$ cat src/rtl/booth_sequencer.sv
// booth_sequencer: radix-2 Booth signed multiply sequencer driving an external registered adder/subtractor
module booth_sequencer #(
    parameter int WIDTH = 16,
    parameter int CNT_W = 5
) (
    input  logic               clk,
    input  logic               rst,
    input  logic               start,
    input  logic [WIDTH-1:0]   multiplicand,
    input  logic [WIDTH-1:0]   multiplier,
    output logic               ready,
    output logic               done,
    output logic [2*WIDTH-1:0] product,
    output logic [WIDTH-1:0]   op_a,
    output logic [WIDTH-1:0]   op_b,
    input  logic [WIDTH-1:0]   sum_in,
    input  logic [WIDTH-1:0]   diff_in
);
    typedef enum logic [2:0] {IDLE, EVAL, WAIT, SHIFT, DONE} state_t;
    state_t             state_q, state_d;
    logic [WIDTH-1:0]   a_q, a_d, q_q, q_d, m_q, m_d, res;
    logic               q1_q, q1_d, sub_q, sub_d, ovf_q, ovf_d;
    logic [CNT_W-1:0]   cnt_q, cnt_d;
    logic [2*WIDTH-1:0] prod_q, prod_d;

    assign res     = sub_q ? diff_in : sum_in;
    assign ready   = state_q == IDLE;
    assign done    = state_q == DONE;
    assign product = done ? {a_q, q_q} : prod_q;
    assign op_a    = a_q;
    assign op_b    = m_q;

    // Next-state and datapath update for each Booth step
    always_comb begin
        state_d = state_q;
        a_d     = a_q;
        q_d     = q_q;
        m_d     = m_q;
        q1_d    = q1_q;
        sub_d   = sub_q;
        ovf_d   = ovf_q;
        cnt_d   = cnt_q;
        prod_d  = prod_q;
        case (state_q)
            IDLE: if (start) begin
                m_d     = multiplicand;
                q_d     = multiplier;
                a_d     = '0;
                q1_d    = 1'b0;
                cnt_d   = CNT_W'(WIDTH);
                state_d = EVAL;
            end
            EVAL: begin
                sub_d   = q_q[0];
                state_d = (q_q[0] ^ q1_q) ? WAIT : SHIFT;
            end
            WAIT: begin
                a_d     = res;
                ovf_d   = (a_q[WIDTH-1] ^ res[WIDTH-1]) &
                          (sub_q ? (a_q[WIDTH-1] ^ m_q[WIDTH-1]) : ~(a_q[WIDTH-1] ^ m_q[WIDTH-1]));
                state_d = SHIFT;
            end
            SHIFT: begin
                a_d     = {a_q[WIDTH-1] ^ ovf_q, a_q[WIDTH-1:1]};
                q_d     = {a_q[0], q_q[WIDTH-1:1]};
                q1_d    = q_q[0];
                ovf_d   = 1'b0;
                cnt_d   = cnt_q - 1'b1;
                state_d = (cnt_q == CNT_W'(1)) ? DONE : EVAL;
            end
            DONE: begin
                prod_d  = {a_q, q_q};
                state_d = IDLE;
            end
            default: state_d = IDLE;
        endcase
    end

    // State and datapath registers with synchronous active-low reset
    always_ff @(posedge clk) begin
        if (!rst) begin
            state_q <= IDLE;
            a_q     <= '0;
            q_q     <= '0;
            m_q     <= '0;
            q1_q    <= 1'b0;
            sub_q   <= 1'b0;
            ovf_q   <= 1'b0;
            cnt_q   <= '0;
            prod_q  <= '0;
        end else begin
            state_q <= state_d;
            a_q     <= a_d;
            q_q     <= q_d;
            m_q     <= m_d;
            q1_q    <= q1_d;
            sub_q   <= sub_d;
            ovf_q   <= ovf_d;
            cnt_q   <= cnt_d;
            prod_q  <= prod_d;
        end
    end
endmodule

$ cat config.mk
export PLATFORM = sky130hd
export DESIGN_NAME = booth_sequencer
export DESIGN_NICKNAME = d
export VERILOG_FILES = /design/src/rtl/booth_sequencer.sv
export SDC_FILE = /design/constraint.sdc
export NUM_CORES = 1
export LEC_CHECK = 0
export CORE_ASPECT_RATIO = 2
export CORE_MARGIN = 8
export CORE_UTILIZATION = 40
export DETAILED_ROUTE_END_ITERATION = 10
export GPL_ROUTABILITY_DRIVEN = 0
export PLACE_DENSITY = 0.77
export SYNTH_ARGS = -nofsm -noshare
export SYNTH_HDL_FRONTEND = slang
export SYNTH_SLANG_ARGS = --single-unit
$ cat constraint.sdc
create_clock -name clk -period 1.5 [get_ports clk]
set_input_delay 0.15 -clock clk [delete_from_list [all_inputs] [get_ports clk]]
set_output_delay 0.15 -clock clk [all_outputs]
set_load 0.02 [all_outputs]
# Yosys cells after proc, flatten, opt, wreduce, memory -nomap -nowiden
# Cells that the tools add are included.
[classes] n_shift=0 order_cmp=0 n_mul=0 n_bitwise=6 mux=16 reduce_logical=7 div_mod_pow=0 n_addsub=1 n_eq_ne=6
[ops] op="$mux W16" count=3
[ops] op="$pmux W16 S3" count=1
[ops] op="$mux W32" count=1
[ops] op="$pmux W16 S2" count=1
[ops] op="$pmux W3 S4" count=1
[ops] op="$pmux W5 S2" count=1
[ops] op="$eq A3 B2 Y1 const B" count=2
[ops] op="$mux W3" count=2
[ops] op="$reduce_and A2 Y1" count=3
[ops] op="$eq A5 B1 Y1 const B" count=1
[ops] op="$mux W5" count=1
[ops] op="$sub A5 B1 Y5 const B" count=1
[ops] op="$pmux W1 S2" count=2
[ops] op="$reduce_bool A2 Y1" count=2
[ops] op="$xor A1 B1 Y1" count=4
[ops] op="$eq A3 B1 Y1 const B" count=1
[ops] op="$eq A3 B3 Y1 const B" count=1
[ops] op="$logic_not A3 Y1" count=1
[ops] op="$mux W1" count=3
[ops] op="$reduce_bool A3 Y1" count=1
[ops] op="$ne A2 B2 Y1 const B" count=1
[ops] op="$and A1 B1 Y1" count=1
[ops] op="$not A1 Y1" count=1
[word_totals] romBits=0 reg_bits=91 ram_bits=0 word_cells=45 latchBits=0 memories=0

# Logic depth before layout (Yosys ltp)
# Gate-level depths: netlist of the first run.
[depth] depth_word=5 ltp_mapped=7 mapped_depth_nobuf=6

# Worst setup path after synthesis of the first run
# Ideal clock, no wire load.
[synth_timing] kind="flip-flop to flip-flop" startpoint="register state_q[0]" endpoint="register prod_q[15]" path_stages_with_launch=6 required_time_ns=1.385 synth_period_minus_slack_ns=1.691 path_slack_ns=-0.191 arrival_time_ns=1.577 path_buffers=2 cell_sequence="dfxtp_1 buf_4 nor3b_4 buf_4 mux2_1 and2_1"
[synth_between] elab_chain_len=2
[synth_lines] item="from (decl)" line_no="20" source="state_t state_q, state_d;"
[synth_lines] item="from (signal assigned)" line_no="92" source="state_q <= state_d;"
[synth_lines] item="$eq A3 B3 Y1"
[synth_lines] item="$mux W32"
[synth_lines] item="net product[15]" line_no="13" source="output logic [2*WIDTH-1:0] product,"
[synth_lines] item="to (signal assigned)" line_no="100" source="prod_q <= prod_d;"
[synth_lines] item="to (decl)" line_no="24" source="logic [2*WIDTH-1:0] prod_q, prod_d;"
# The timed path passes the listed nets, and every way through them passes these cells.
# A chain may end at the register's enable or synchronous reset.

# Worst setup path after layout of the first run
[layout_timing] startpoint="register state_q[0]" endpoint="output product[14]"
[layout_between] elab_chain_len=2
[layout_lines] item="$eq A3 B3 Y1" line_no="28" source="assign done = state_q == DONE;"
[layout_lines] item="$mux W32" line_no="29" source="assign product = done ? {a_q, q_q} : prod_q;"
[layout_lines] item="to (decl)" line_no="13"
# Every way passes these cells.

==> metrics.csv, run 1 <==
stage,metric,value,unit
timing,fmax,538,MHz
outcome,violations,negative setup slack,
drt,drt_first_pass_iters,7,
logic_synthesis,synthXorXnorAreaFrac,0.883,%
timing,post-route-period-util,124,%
timing,rsz0062_at_grt,true,
cts,clk_pin_slew_worst_paths,0.06,ns
logic_synthesis,synth_area_leaders,"dfxtp_1 46%, mux2_2 13%, and2_1 5.0%, nand2_1 4.8%, a21oi_1 4.5%",
cts,cts_root_buffer,clkbuf_16,
placed_design,placed_cell_area,5660,um2
cts,cts_buffer_depth,2,
cts,cts_hold_buf,0,
cts,cts_tree,yes,
logic_synthesis,synth_top_family_by_area,simple AND/OR/NAND/NOR gates,
grt,grt_max_degree,39,
cts,cts_max_level,3,
grt,global_route.overflow_total,0,
final_layout,fin_nets,630,
logic_synthesis,synth_seq_cells,91,
drt,drcViolationCount,0,
critical_path,cp_max_fo,6,
logic_synthesis,synthMuxAreaShare,14.1,%
final_layout,antenna_cells,0,
logic_synthesis,synth_fa_ha_area_share,0.631,%
power_and_ir_drop,powerDensity,1070,nW/um2
drt,first_iter_violations,242,
logic_synthesis,post-synth-top-count-cell,dfxtp_1,
critical_path,required,1.35,ns
critical_path,cp-end-kind,primary output,
power_and_ir_drop,vdd.ir_drop.worst,0.000897,V
drt,routedWlPerCell,17.7,um
logic_synthesis,syn-num-nets,476,
critical_path,worst_setup_path_start_kind,flop,
timing,worst_pin_slew,0.384,ns
logic_synthesis,netlist_area,3970,um2
final_layout,final_core_util,65.1,%
floorplan,fp.dieArea,13600,um2
timing,skew,0.0101,ns
logic_synthesis,yosysWarnings,0,
grt,antenna_found_initial,0,
worst_hold_path,min_path_cells,2,
final_layout,layout-drive-gt1-share,28.8,%
cts,cts_buffers,9,
worst_hold_path,hp-class,in -> reg,
logic_synthesis,synth_cell_types,44,
drt,drt.antenna.violating_nets,0,
floorplan,start_util,40.9,%
timing,finalSetupViolCount,67,
logic_synthesis,syn_avg_cell_area,9.75,um2
logic_synthesis,synth_top_area_cell,dfxtp_1,
grt,track_usage,18.3,%
logic_synthesis,yosysSeqAreaShare,45.9,%
grt,grt_pass1_vias,3824,
timing,maxSlewHeadroom,74.4,%
floorplan,io_pins,133,
logic_synthesis,synth_top_area_share,45.9,%
timing,setup_ws,-0.360,ns
floorplan,rows,51,
logic_synthesis,synth_common_cells,"91 x dfxtp_1, 51 x nand2_1, 46 x mux2_2",
timing,finalCriticalPeriod,1.86,ns
outcome,status,"finished, violations left",
timing,hold_viol,0,
critical_path,worstRegToRegCells,6,
cts,clock-sinks,91,
placed_design,place_hpwl,8790,um
logic_synthesis,ys.flop_type,dfxtp_1,
drt,vias_per_cell,5.20,
logic_synthesis,yosys.area_share.simple,17.6,%
logic_synthesis,synth_compound_area_share,16.0,%
floorplan,die_y,157,um
critical_path,critPathKind,reg -> out,
logic_synthesis,synthesis.instances,407,
drt,drt-total-wl,12400,um
timing,hold_slack,0.261,ns
floorplan,coreArea,9700,um2
critical_path,worstPathArrival,1.71,ns
final_layout,synthToLayoutAreaGrowth,59.3,%
timing,maxSlewViolCount,0,
cts,clock_latency,0.34,ns
power_and_ir_drop,p_leak,0.00265,uW
logic_synthesis,synth_edf_count,0,
final_layout,fin_area,6320,um2
logic_synthesis,async_reset_ff_share,0,%
grt,grt_pass1_wl,19300,um
job,maxCapViolCount,0,
drt,vias,3628,
placed_design,io_buffers,132,
floorplan,chipWidth,86.4,um
## layer usage
| metal | up-vias | GRT usage [%] | share of wire [%] |
|---|---|---|---|
| met5 | - | 0 | 0 |
| met4 | 0 | 12.7 | 5.3 |
| met3 | 37 | 3.52 | 4.5 |
| met2 | 123 | 33.4 | 55 |
| met1 | 1731 | 17.7 | 35 |
| li1 | 1737 | - | - |
## worst paths after layout
check | slack, ns | startpoint | end
min reg2reg | 0.45 | op_b[0] | op_b[0]
min | 0.26 | rst | cnt_q[4]
max reg2reg | -0.18 | state_q[0] | q_q[10]
max | -0.36 | state_q[0] | product[14]
## registers in the layout, indices dropped and copies added (netlist names)
register and flops:
cnt_q 5, op_a 16, op_b 16, ovf_q 1, prod_q 32, q1_q 1, q_q 16, state_q 3
sub_q 1
## final cells by class
cell class	count	area, um2
Sequential cell	91	1830
Clock inverter	5	61.3
Multi-Input combinational cell	283	2160
Clock buffer	11	253
Timing Repair Buffer	173	1840
Tap cell	132	165
Inverter	3	11.3
Fill cell	792	3380
## cell families (layout without fill, tap and decap cells)
kind of cell    after synthesis  in the layout
xor+xnor                      4              4
compound gates               97             97
buf+inv                      35            192
simple gates                128            130
fa+ha+maj                     2              2
flops                        91             91
mux                          50             50
## where the power goes
part,total (uW),internal [uW],switching [uW]
combinational,1620,819,801
sequential,2790,2620,176
clock,2350,1390,962
total,6760,4820,1940
## worst max-delay path, cell delays in order (launching register included)
cell and delay, ns:
dfxtp_4 0.35, nor3b_4 0.23, buf_6 0.17, clkbuf_16 0.16
mux2_4 0.31, buf_6 0.14
## placed cells by master, fill, tap and decap left out, types with 16 or more instances in the layout
cell              n
dfxtp_1          89
buf_4            19
nor2b_1          20
a21oi_1          35
mux2_2           17
buf_6            43
mux2_4           31
and2_1           24
clkdlybuf4s50_1  79
nand2_1          50
dlygate4sd2_1    16
## what timing repair did
| action | 4_1_cts | 5_1_grt |
|---|---|---|
| resized for setup | 227 | 46 |
| endpoints found under the hold margin | 0 | 0 |
| buffers inserted | 5 | 8 |
| gates cloned | 3 | 1 |
| endpoints found under the setup margin | 81 | 97 |
| pin swaps | 4 | 17 |
## per-stage QoR
step,cells,TNS [ns],total power [uW],setup slack [ns]
3_5_place_dp,667,-19.46,4290,-0.415
3_3_place_gp,667,-17.66,4250,-0.358
2_1_floorplan,407,-2.76,3630,-0.110
5_1_grt,698,-18.73,7040,-0.426
4_1_cts,691,-13.12,6770,-0.462
6_report,698,-14.13,6760,-0.360
No activity file was read; power rests on OpenSTA's default activity.
==> run 2: changes to the inputs <==
Settings changed: CORE_UTILIZATION 40 to 41, CTS_CLUSTER_SIZE from default to 40, PLACE_DENSITY 0.77 to 0.79.
==> metrics.csv, run 2 (synthesis gave the netlist of run 1 again) <==
stage,metric,value,unit
outcome,status,"finished, violations left",
outcome,violations,negative setup slack,
timing,finalCriticalPeriod,1.89,ns
final_layout,largest_reg_flops,32,
timing,setup_ws,-0.392,ns
power_and_ir_drop,internal_power,5090,uW
grt,busiest_layer,met2,
cts,clock_latency,0.34,ns
timing,maxSlewViolCount,0,
worst_hold_path,hp-class,in -> reg,
power_and_ir_drop,switching_share,29.3,%
critical_path,required,1.35,ns
drt,drt-total-wl,12700,um
floorplan,chipWidth,85.6,um
final_layout,top_register,prod_q,
power_and_ir_drop,p_sw,2110,uW
final_layout,layout-drive-gt1-share,41.7,%
timing,skew,0.00820,ns
floorplan,io_pins,133,
grt,antenna_found_initial,0,
cts,clock-sinks,91,
critical_path,critPathLaunch,state_q[1],
critical_path,worstPathArrival,1.74,ns
placed_design,pre_cts_ws,-0.381,ns
drt,drcViolationCount,0,
critical_path,r2r_start,state_q[0],
drt,vias,3683,
drt,first_iter_violations,225,
cts,clk_pin_slew_worst_paths,0.06,ns
timing,fmax,529,MHz
job,maxCapViolCount,0,
final_layout,final_common_cell,dfxtp_1,
final_layout,antenna_cells,0,
cts,cts_tree,yes,
timing,rsz0062_at_grt,true,
floorplan,rows,51,
drt,drt_first_pass_iters,5,
timing,maxSlewHeadroom,68.5,%
placed_design,io_buffers,132,
final_layout,synthToLayoutAreaGrowth,72.8,%
cts,cts_buffer_depth,2,
grt,global_route.overflow_total,0,
grt,grt_pass1_wl,18800,um
power_and_ir_drop,p_clk_share,31.3,%
timing,finalSetupViolCount,85,
floorplan,coreArea,9570,um2
critical_path,cp_max_fo,8,
power_and_ir_drop,vdd.ir_drop.worst,0.000686,V
final_layout,fin_nets,645,
floorplan,die_y,155,um
power_and_ir_drop,combPwrFrac,29.3,%
grt,track_usage,17.6,%
timing,worst_pin_slew,0.466,ns
cts,cts_buffers,9,
cts,cts_max_level,3,
grt,grt_use_met1,19.8,%
floorplan,fp.dieArea,13300,um2
grt,grt_pass1_vias,3728,
drt,drt.antenna.violating_nets,0,
grt,grt_max_degree,67,
final_layout,num-fill-cells,664,
critical_path,cp-end-kind,primary output,
critical_path,worst_setup_path_start_kind,flop,
drt,routedWlPerCell,18.5,um
drt,vias_per_cell,5.37,
power_and_ir_drop,p_leak,0.00303,uW
worst_hold_path,hold_path_startpoint,rst,
placed_design,place_hpwl,7630,um
floorplan,start_util,41.4,%
timing,hold_viol,0,
grt,grt_use_met3,6.50,%
timing,post-route-period-util,126,%
power_and_ir_drop,powerDensity,1050,nW/um2
power_and_ir_drop,pwr-share-seq,39.4,%
final_layout,final_cell_mix,"88 x dfxtp_1, 70 x clkdlybuf4s50_1, 49 x buf_6",
cts,cts_root_buffer,clkbuf_16,
critical_path,critPathKind,reg -> out,
grt,use_met2,29.2,%
power_and_ir_drop,p_total,7210,uW
-- run 2: metrics by stage --
stage	std cells	hold slack [ns]	utilization (%)	TNS [ns]	cell area, um2
global route	686	0.328	71.6	-22.80	6850
floorplan	407	0.284	-	-2.76	4100
detailed placement	638	0.449	58.8	-17.15	5630
global placement	638	0.441	58.8	-15.82	5630
finish	686	0.312	71.6	-17.94	6850
CTS	672	0.292	66.0	-18.28	6320
-- run 2: power by group through the flow --
stage          clock, uW  sequential (uW)  combinational (uW)
6_report            2260             2840                2110
5_1_grt             2390             2850                2230
4_1_cts             2300             2790                1660
3_5_place_dp           0             2830                1430
3_3_place_gp           0             2830                1410
2_1_floorplan          0             2890                 746
-- run 2: cell type report --
type                       count  area, um2  share of cell area (%)
clock buffer                  13        260                    3.80
clock inverter                 2       35.0                   0.511
inverter                       3       11.3                   0.164
multi-input combinational    283       2470                    36.1
sequential                    91       1830                    26.6
tap                          106        133                    1.94
timing repair buffer         188       2110                    30.9
-- run 2: repair_timing --
action,CTS,global route
buffers inserted,15,13
endpoints found under the setup margin,74,122
gates cloned,4,4
hold buffers,0,0
pin swaps,9,51
resized for setup,278,113
-- run 2: worst paths after layout --
kind,depth (start not counted),slack (ns),to
hold / removal,4,0.31,q_q[1]
setup / recovery,5,-0.39,product[14]
setup reg to reg,6,-0.21,cnt_q[2]
hold reg to reg,2,0.46,op_b[2]
-- run 2: critical path, stage by stage, from the launching register on --
cell,delay (ns)
dfxtp_2,0.33
nor3b_4,0.32
buf_12,0.19
buf_8,0.12
mux2_4,0.31
buf_6,0.13
-- run 2: routing by layer --
layer  wire length (um)  vias to the layer above
met5                  0                        -
met4                158                        0
met3               1010                       13
met2               6410                      148
met1               5130                     1757
li1                   -                     1765
